$ cat src/rtl/conv_pkg.sv
// Shared definitions for the convolution input stream: transmitter states and
// TUSER field layout, also used by the engine's input memory.
package conv_pkg;

    typedef enum logic [2:0] {
        IDLE,
        SEND_W,
        SEND_B,
        SEND_X,
        DONE
    } tx_state_e;

    // TUSER = {K, new_W}
    localparam int NEW_W_BIT = 0;
    localparam int K_LSB     = 1;

    function automatic logic k_ok(input int k, input int maxk);
        return (k >= 1) && (k <= maxk);
    endfunction

endpackage

$ cat src/rtl/conv_tx_buf.sv
// X and W word buffers as flip-flop arrays: one host write port, combinational
// reads. Contents are not reset so weights survive across frames.
module conv_tx_buf #(
    parameter int INW = 18,
    parameter int XN  = 64,
    parameter int WN  = 25,
    parameter int AW  = 6,
    localparam int XAW = (XN > 1) ? $clog2(XN) : 1,
    localparam int WAW = (WN > 1) ? $clog2(WN) : 1
) (
    input  logic           clk,
    input  logic           wr_en,
    input  logic           wr_sel,
    input  logic [AW-1:0]  wr_addr,
    input  logic [INW-1:0] wr_data,
    input  logic [XAW-1:0] x_raddr,
    input  logic [WAW-1:0] w_raddr,
    output logic [INW-1:0] x_rdata,
    output logic [INW-1:0] w_rdata
);

    logic [INW-1:0] x_mem [XN];
    logic [INW-1:0] w_mem [WN];

    // Per-word decode compares the full address, so out-of-range writes hit nothing.
    for (genvar i = 0; i < XN; i++) begin : g_x
        always_ff @(posedge clk)
            if (wr_en && !wr_sel && 32'(wr_addr) == i)
                x_mem[i] <= wr_data;
    end

    for (genvar i = 0; i < WN; i++) begin : g_w
        always_ff @(posedge clk)
            if (wr_en && wr_sel && 32'(wr_addr) == i)
                w_mem[i] <= wr_data;
    end

    always_comb begin
        x_rdata = '0;
        w_rdata = '0;
        if (32'(x_raddr) < XN) x_rdata = x_mem[x_raddr];
        if (32'(w_raddr) < WN) w_rdata = w_mem[w_raddr];
    end

endmodule

$ cat src/rtl/conv_input_tx.sv
// Convolution engine input stream transmitter: [W*K*K, B] then X, row-major.
// Optional CONV_TX_FRAME_CNT_EN adds a 16-bit completed-frame counter output.
module conv_input_tx
    import conv_pkg::*;
#(
    parameter int INW  = 18,
    parameter int R    = 8,
    parameter int C    = 8,
    parameter int MAXK = 5,
    localparam int K_BITS = $clog2(MAXK + 1),
    localparam int AW     = $clog2(R * C)
) (
    input  logic              clk,
    input  logic              reset_n,
    input  logic              wr_en,
    input  logic              wr_sel,
    input  logic [AW-1:0]     wr_addr,
    input  logic [INW-1:0]    wr_data,
    output logic              wr_ready,
    input  logic [K_BITS-1:0] cfg_k,
    input  logic [INW-1:0]    cfg_b,
    input  logic              cfg_new_w,
    input  logic              start,
    output logic              busy,
    output logic              done,
    output logic              err,
    output logic [INW-1:0]    OUTPUT_TDATA,
    output logic              OUTPUT_TVALID,
    output logic [K_BITS:0]   OUTPUT_TUSER,
    input  logic              OUTPUT_TREADY
`ifdef CONV_TX_FRAME_CNT_EN
    ,
    output logic [15:0]       frame_cnt
`endif
);

    localparam int NX   = R * C;
    localparam int NW   = MAXK * MAXK;
    localparam int NMAX = (NX > NW) ? NX : NW;
    localparam int IW   = $clog2(NMAX + 1);
    localparam int XAW  = (NX > 1) ? $clog2(NX) : 1;
    localparam int WAW  = (NW > 1) ? $clog2(NW) : 1;

    tx_state_e state, nxt_state;
    logic [IW-1:0]     idx, nxt_idx;
    logic [K_BITS-1:0] k_q, k_cur;
    logic [INW-1:0]    b_q;
    logic              new_w_q;
    logic [INW-1:0]    tdata_q, nxt_tdata;
    logic [K_BITS:0]   tuser_q, nxt_tuser;
    logic              tvalid_q, nxt_tvalid;
    logic              done_q, err_q;
    logic              xfer, start_ok, start_bad, load;
    logic [IW-1:0]     kk_last;
    logic [INW-1:0]    x_rdata, w_rdata;

    assign wr_ready  = (state == IDLE);
    assign busy      = (state != IDLE);
    assign xfer      = tvalid_q && OUTPUT_TREADY;
    assign start_ok  = (state == IDLE) && start && k_ok(int'(cfg_k), MAXK);
    assign start_bad = (state == IDLE) && start && !k_ok(int'(cfg_k), MAXK);
    assign kk_last   = IW'(k_q) * IW'(k_q) - IW'(1);
    // On the start cycle the config is not captured yet, so use it directly.
    assign k_cur     = (state == IDLE) ? cfg_k : k_q;

    conv_tx_buf #(
        .INW (INW),
        .XN  (NX),
        .WN  (NW),
        .AW  (AW)
    ) u_buf (
        .clk     (clk),
        .wr_en   (wr_en && wr_ready),
        .wr_sel  (wr_sel),
        .wr_addr (wr_addr),
        .wr_data (wr_data),
        .x_raddr (nxt_idx[XAW-1:0]),
        .w_raddr (nxt_idx[WAW-1:0]),
        .x_rdata (x_rdata),
        .w_rdata (w_rdata)
    );

    // Next state and index describe the beat to be held in the output register.
    always_comb begin
        nxt_state  = state;
        nxt_idx    = idx;
        nxt_tvalid = tvalid_q;
        load       = 1'b0;
        case (state)
            IDLE: begin
                if (start_ok) begin
                    nxt_state  = cfg_new_w ? SEND_W : SEND_X;
                    nxt_idx    = '0;
                    nxt_tvalid = 1'b1;
                    load       = 1'b1;
                end
            end
            SEND_W: begin
                if (xfer) begin
                    load = 1'b1;
                    if (idx == kk_last) begin
                        nxt_state = SEND_B;
                        nxt_idx   = '0;
                    end else begin
                        nxt_idx = idx + IW'(1);
                    end
                end
            end
            SEND_B: begin
                if (xfer) begin
                    load      = 1'b1;
                    nxt_state = SEND_X;
                    nxt_idx   = '0;
                end
            end
            SEND_X: begin
                if (xfer) begin
                    if (idx == IW'(NX - 1)) begin
                        nxt_state  = DONE;
                        nxt_tvalid = 1'b0;
                    end else begin
                        nxt_idx = idx + IW'(1);
                        load    = 1'b1;
                    end
                end
            end
            DONE:    nxt_state = IDLE;
            default: nxt_state = IDLE;
        endcase
    end

    always_comb begin
        nxt_tdata = '0;
        nxt_tuser = '0;
        case (nxt_state)
            SEND_W: begin
                nxt_tdata                    = w_rdata;
                nxt_tuser[NEW_W_BIT]         = 1'b1;
                nxt_tuser[K_LSB +: K_BITS]   = k_cur;
            end
            SEND_B: begin
                nxt_tdata                    = b_q;
                nxt_tuser[NEW_W_BIT]         = 1'b1;
                nxt_tuser[K_LSB +: K_BITS]   = k_cur;
            end
            SEND_X:  nxt_tdata = x_rdata;
            default: ;
        endcase
    end

    always_ff @(posedge clk or negedge reset_n) begin
        if (!reset_n) begin
            state    <= IDLE;
            idx      <= '0;
            k_q      <= '0;
            b_q      <= '0;
            new_w_q  <= 1'b0;
            tdata_q  <= '0;
            tuser_q  <= '0;
            tvalid_q <= 1'b0;
            done_q   <= 1'b0;
            err_q    <= 1'b0;
        end else begin
            state    <= nxt_state;
            idx      <= nxt_idx;
            tvalid_q <= nxt_tvalid;
            done_q   <= (state == DONE);
            err_q    <= start_bad;
            if (start_ok) begin
                k_q     <= cfg_k;
                b_q     <= cfg_b;
                new_w_q <= cfg_new_w;
            end
            if (load) begin
                tdata_q <= nxt_tdata;
                tuser_q <= nxt_tuser;
            end
        end
    end

    assign done          = done_q;
    assign err           = err_q;
    assign OUTPUT_TDATA  = tdata_q;
    assign OUTPUT_TUSER  = tuser_q;
    assign OUTPUT_TVALID = tvalid_q;

`ifdef CONV_TX_FRAME_CNT_EN
    always_ff @(posedge clk or negedge reset_n) begin
        if (!reset_n)
            frame_cnt <= '0;
        else if (done_q)
            frame_cnt <= frame_cnt + 16'd1;
    end
`endif

    // Frame kind is implied by the state path; kept for engine-side debug taps.
    logic unused_new_w;
    assign unused_new_w = new_w_q;

endmodule

$ cat config.mk
export PLATFORM = sky130hd
export DESIGN_NAME = conv_input_tx
export DESIGN_NICKNAME = d
export VERILOG_FILES = /design/src/rtl/conv_pkg.sv /design/src/rtl/conv_tx_buf.sv /design/src/rtl/conv_input_tx.sv
export SDC_FILE = /design/constraint.sdc
export NUM_CORES = 2
export LEC_CHECK = 0
export BUFFER_PORTS_ARGS = -buffer_cell sky130_fd_sc_hd__buf_4
export CORE_ASPECT_RATIO = 1.75
export CORE_MARGIN = 4
export CORE_UTILIZATION = 55
export DETAILED_ROUTE_END_ITERATION = 6
export PLACE_DENSITY = 0.71
export RECOVER_POWER = 25
export SYNTH_ARGS = -nofsm -noshare
export SYNTH_HDL_FRONTEND = slang
export SYNTH_SLANG_ARGS = --single-unit
$ cat constraint.sdc
create_clock -name clk -period 4.2 [get_ports clk]
set_input_delay 0.42 -clock clk [delete_from_list [all_inputs] [get_ports clk]]
set_output_delay 0.42 -clock clk [all_outputs]
set_load 0.01 [all_outputs]
# Word level (Yosys, flattened, before mapping)
# Memories as Yosys holds them, arrays and structs flattened.
# Cells that the tools add are included.
# classes
n_lt_le_gt_ge,3
mux,467
reduce_logical,195
eq_ne,78
n_mul,1
n_addsub,2
# ops
operator,n
18-bit two-way mux,88
18-bit OR reduction,87
6-bit two-way mux,63
1-bit two-way mux,272
"6-bit equality test, second input constant",32
5-bit two-way mux,24
1-bit logical AND,97
"6-bit by 5-bit equality test with 1-bit output, second input constant",16
18-bit case mux with 3 select lines,1
"6-bit by 4-bit equality test with 1-bit output, second input constant",8
7-bit two-way mux,6
7-bit case mux with 4 select lines,1
"6-bit by 3-bit equality test with 1-bit output, second input constant",4
3-bit two-way mux,7
"3-bit by 2-bit equality test with 1-bit output, second input constant",4
"6-bit by 2-bit equality test with 1-bit output, second input constant",2
3-bit case mux with 4 select lines,1
"2-bit inequality test, second input constant",5
"7-bit by 1-bit adder with 7-bit output, second input constant",1
"7-bit by 6-bit equality test with 1-bit output, second input constant",1
7-bit equality test,1
"6-bit by 1-bit subtractor with 7-bit output, second input constant",1
"3-bit by 1-bit equality test with 1-bit output, second input constant",2
"6-bit by 1-bit equality test with 1-bit output, second input constant",1
other kinds (19),21
# word_totals
output_inout_bits,27
register_bits,56
ram_bits,1602
n_memories,2
inputBits,52
# memory_table
memory,depth,word_bits,read_ports,rd_ports_with_merged_regs,write_ports,line,text
u_buf.x_mem,64,18,1,0,1,conv_tx_buf.sv:22,logic [INW-1:0] x_mem [XN];
u_buf.w_mem,25,18,1,0,1,conv_tx_buf.sv:23,logic [INW-1:0] w_mem [WN];

# Longest topological paths before layout
# logic_depth
ltp_word,70
ltp_mapped,21

# Cells and area by module
# From an unflattened synthesis, not the netlist that was laid out.
# unflattened
hier_cells,3107
area_unflattened_um2,64753.4
# by_module_without_submodules
mod,cells_each,n_inst,seq_area_each_um2,area_each_um2
conv_tx_buf,2830,1,48106.1,61764.2
conv_input_tx,277,1,1401.3,2989.1

# Worst setup path before layout
# No wires, ideal clock.
# synth_timing
path_type,reg-to-reg
start,register state[1]
end,"memory u_buf.w_mem[24][0], enable pin"
stages_incl_launch_ff,8
synth_period_minus_slack_ns,3.882
path_slack_ns,0.318
setup_time_ns,0.439
arrival_time_ns,3.443
cell_sequence,dfrtp_1 buf_6 or3_4 inv_2 nand2_1 or3_1 clkbuf_1 nor4_1
# synth_via
elab_chain_cells,31
elab_cells_between_ends,150
# synth_rtl
item,line,text
from (decl),conv_input_tx.sv:44,"tx_state_e state, nxt_state;"
from (signal assigned),conv_input_tx.sv:164,state <= nxt_state;
3-bit logical NOT *,conv_input_tx.sv:57,assign wr_ready = (state == IDLE);
via wr_ready,conv_input_tx.sv:19,"output logic wr_ready,"
1-bit logical AND *,conv_input_tx.sv:73,".wr_en (wr_en && wr_ready),"
1-bit logical AND *,conv_tx_buf.sv:34,if (wr_en && wr_sel && 32'(wr_addr) == i)
1-bit logical AND,conv_tx_buf.sv:34,
1-bit two-way mux,conv_tx_buf.sv:34,
1-bit two-way mux (not written as such),conv_tx_buf.sv:35,w_mem[i] <= wr_data;
18-bit OR reduction (no line),-,
5-bit two-way mux (no line) or 1-bit two-way mux (tied branches) (24 in series),-,
to (decl),conv_tx_buf.sv:23,
# The timed path passes the listed nets; every way through them passes the cells marked *.

# Final worst setup path
# layout_timing
start,register k_q[0]
end,"register tdata_q[0], in the netlist OUTPUT_TDATA[0]"
# layout_via
elab_chain_cells,9
elab_cells_between_ends,17
# layout_rtl
item,line,text
from (decl),conv_input_tx.sv:46,"logic [K_BITS-1:0] k_q, k_cur;"
from (signal assigned),conv_input_tx.sv:170,k_q <= cfg_k;
3-bit by 3-bit multiplier with 6-bit output *,conv_input_tx.sv:62,assign kk_last = IW'(k_q) * IW'(k_q) - IW'(1);
6-bit by 1-bit subtractor with 7-bit output *,conv_input_tx.sv:62,
7-bit equality test *,conv_input_tx.sv:101,if (idx == kk_last) begin
7-bit two-way mux,conv_input_tx.sv:101,
7-bit two-way mux,conv_input_tx.sv:99,if (xfer) begin
7-bit case mux with 4 select lines,conv_input_tx.sv:89,case (state)
memory read 25 x 18 bit or 5-bit < comparator (tied branches),-,
18-bit two-way mux,conv_tx_buf.sv:42,if (32'(w_raddr) < WN) w_rdata = w_mem[w_raddr];
18-bit case mux with 3 select lines *,conv_input_tx.sv:135,case (nxt_state)
to (signal assigned),conv_input_tx.sv:175,tdata_q <= nxt_tdata;
to (decl),conv_input_tx.sv:49,"logic [INW-1:0] tdata_q, nxt_tdata;"
# Every way passes the cells marked *; elsewhere a longest branch is shown, timed or not. The select of a mux whose other input is x is not followed.
# A chain may end at the register's enable or synchronous reset.

==> reports/metrics.yaml <==
status: "finished, violations left"
violations: "capacitance limit, slew limit, setup timing"
cp.required_ns: 4.85
synth-edff-count: 1602
worstSetupStartpoint: "k_q[0]$_DFFE_PN0P_"
wl_per_cell_um: 33.1
dieArea_um2: 126000
tightest_slew_ns: 4.69
regToRegStartpoint: "k_q[0]$_DFFE_PN0P_"
cp-start-kind: "register"
synth_cells: 4693
antenna_found_initial: 10
clk_latency_ns: 0.79
grt_first_pass_wirelength_um: 312000
dpl.hpwl_um: 139000
max_slew_margin_pct: -213
routed_wirelength_um: 229000
place_congestion: 1.02
p_leak_uw: 0.0276
die_x_um: 270
port_buffers: 78
fin_hold_ws_ns: 0.0281
fin_setup_tns_ns: -0.456
finalSetupViolCount: 12
grt_max_degree: 90
syn2layout_area_growth_pct: 20.4
syn_area_um2: 66200
finalMaxSlewViolations: 1077
fin_crit_sh_pct: 102
cts_num_sinks: 1658
place_inst: 6588
syn_avg_cell_area_um2: 14.1
io_pins: 79
synth_top_cell_by_area: "edfxtp_1"
cp_slowest_cell: "a311o_2"
layout-drive-gt1-share_pct: 22.4
min-delay-start: "cfg_k[0]"
ys_top_cells_by_count: "edfxtp_1 (1,602), nand2_1 (1,106), nand3_1 (296)"
vias: 46800
synth_most_common_cell: "edfxtp_1"
synth-main-ff-cell: "edfxtp_1"
max_freq_mhz: 234
synth.area.top_cells: "edfxtp_1 (73%), nand2_1 (6.3%), mux2i_1 (3.1%)"
drt-pass1-iter-count: 6
max_stage_delay_ns: 0.48
vias_per_cell: 6.75
start_util_pct: 55.3
postPlaceCellArea_um2: 72800
cts_root_buf: "clkbuf_16"
cts.reportedPaths.clkPinSlew_ns: 0.07
min_path_type: "in -> reg"
finish.utilization_pct: 66.6
antenna_left: 0
crit_type: "reg -> reg"
worstPathCellList: "a21o_1 > ha_4 > a21oi_4 > and3b_2 > o221ai_4 > a311o_2 > and2_4 > buf_16 > buf_4 > buf_4 > mux2i_1 > o22ai_1 > nor4_2 > nor4_1 > a2111oi_1 > buf_4 > o22ai_1"
drt_iter0_drc: 7673
path_common_cell: "buf_4"
setup_slack_ns: -0.0730
grt_pass1_vias: 44700
synth.top_cell.area_share_pct: 72.7
finalHoldViolations: 0
ir_drop_mv: 0.615
cts_tree: "yes"
yosysUniqueCellTypes: 78
rsz0062_at_grt: "yes"
cp-end-kind: "register"
rows: 168
overflow: 0
core_area_um2: 120000
synth.net_count: 4748
nets: 5345
htreeDepth: 4
numCtsBuffers: 141
arrival_ns: 4.92
drc: 0
skew_ns: 0.0324
synthArstFlopShare_pct: 3.38
path_max_fanout: 6
power_density_nw_per_um2: 799
min_period_ns: 4.27
yosys_warnings: 0
synth_seq_area_share_pct: 74.8
fin_cells: 6935
die_y_um: 467
postLayoutCellArea_um2: 79700
grtUsageTotal_pct: 34.5
synth_seq_cells: 1658
max_cap_violations: 17
cts.path.max_buffers: 3
[placed cells by master (no fill, tap or decap), drive strengths merged, types with 6 or more instances in the layout]
master and n:
and2 6, buf 706, a221oi 20, nand2b 12, nor4 33, clkinv 53, o22ai 33, o221ai 11
and3 86, inv 25, nor3 27, or3 9, bufinv 17, o21ai 61, a32oi 114, mux2 21
a31oi 119, clkbuf 198, dlygate4sd3 21, nor2 150, o211ai 13, nand3 297, clkinvlp 9, nand4 33
a22oi 13, dfrtp 56, a311oi 45, edfxtp 1602, o2111ai 8, a2111oi 17, a21oi 115, a211oi 63
nand2 1106, o22a 6, diode 8, a32o 11, mux2i 203
[final cells by class]
cell class | count | area [um^2]
diodes | 8 | 20.0
clock buffers | 166 | 3740
clock inverters | 84 | 875
fillers | 7965 | 39900
inverters | 16 | 93.8
multi-input cells | 2710 | 16300
flip-flops and latches | 1658 | 49500
well taps | 1530 | 1910
repair buffers | 759 | 7150
repair inverters | 4 | 52.6
[stage by stage]
step,setup slack [ns],total power [uW]
after floorplan,0.318,31600
after global placement,-1.02,45700
after detailed placement,-1.10,46000
after CTS,-0.0665,59800
after global routing,-0.217,65000
final,-0.0730,63600
[power by group]
group / leakage [uW] / internal, uW / switching, uW
Sequential: 0.0151 / 18400 / 332
Combinational: 0.0103 / 12100 / 19500
Clock: 0.00224 / 7430 / 5920
[worst max-delay path: cells and delay by family, from the launching register on]
family          cells  cell delay, ns
flops               1            0.41
fa+ha+maj           1            0.27
mux                 1            0.15
compound gates      7            1.68
simple gates        4            0.91
buf+inv             4            0.71
[kinds of logic (layout without fill, tap and decap cells)]
group           after synthesis  after routing  synth area share [%]
simple gates               1785           1785                  11.6
flops                      1658           1658                  74.8
compound gates              695            695                  7.58
buf+inv                     325           1029                  2.48
mux                         224            224                  3.43
fa+ha+maj                     3              3                0.0567
xor+xnor                      3              3                0.0397
other cells                   0              8                     0
[worst paths after layout]
kind / to / slack, ns / cells after the start
setup / recovery: OUTPUT_TDATA[0]$_DFFE_PN0P_ / -0.07 / 17
hold / removal: k_q[0]$_DFFE_PN0P_ / 0.03 / 3
setup reg to reg: OUTPUT_TDATA[0]$_DFFE_PN0P_ / -0.07 / 17
hold reg to reg: OUTPUT_TUSER[1]$_DFFE_PN0P_ / 0.48 / 2
max in group asynchronous: OUTPUT_TDATA[2]$_DFFE_PN0P_ / 3.32 / 2
min in group asynchronous: OUTPUT_TUSER[1]$_DFFE_PN0P_ / 0.30 / 2
[flip-flops by register name, summed over array words and instances, names as in the netlist]
signal,flops
OUTPUT_TVALID,1
u_buf.x_mem,1152
k_q,3
u_buf.w_mem,450
idx,7
OUTPUT_TDATA,18
b_q,18
done,1
state,3
err,1
OUTPUT_TUSER,4
[layer usage]
| layer | up-vias | global-route usage [%] | wire, um |
|---|---|---|---|
| li1 | 19100 | - | - |
| met1 | 23100 | 40.9 | 72600 |
| met2 | 3688 | 55.7 | 108000 |
| met3 | 927 | 7.51 | 27200 |
| met4 | 6 | 25.5 | 21900 |
| met5 | - | 0 | 40 |
[timing repair]
item	CTS	global route
setup buffers	9	42
pin swaps	14	65
hold buffers	21	0
endpoints found under the setup margin	18	18
cloned	4	16
gates resized for setup	40	204
endpoints found under the hold margin	76	0
Note: power is estimated with default switching activity, not from simulation.
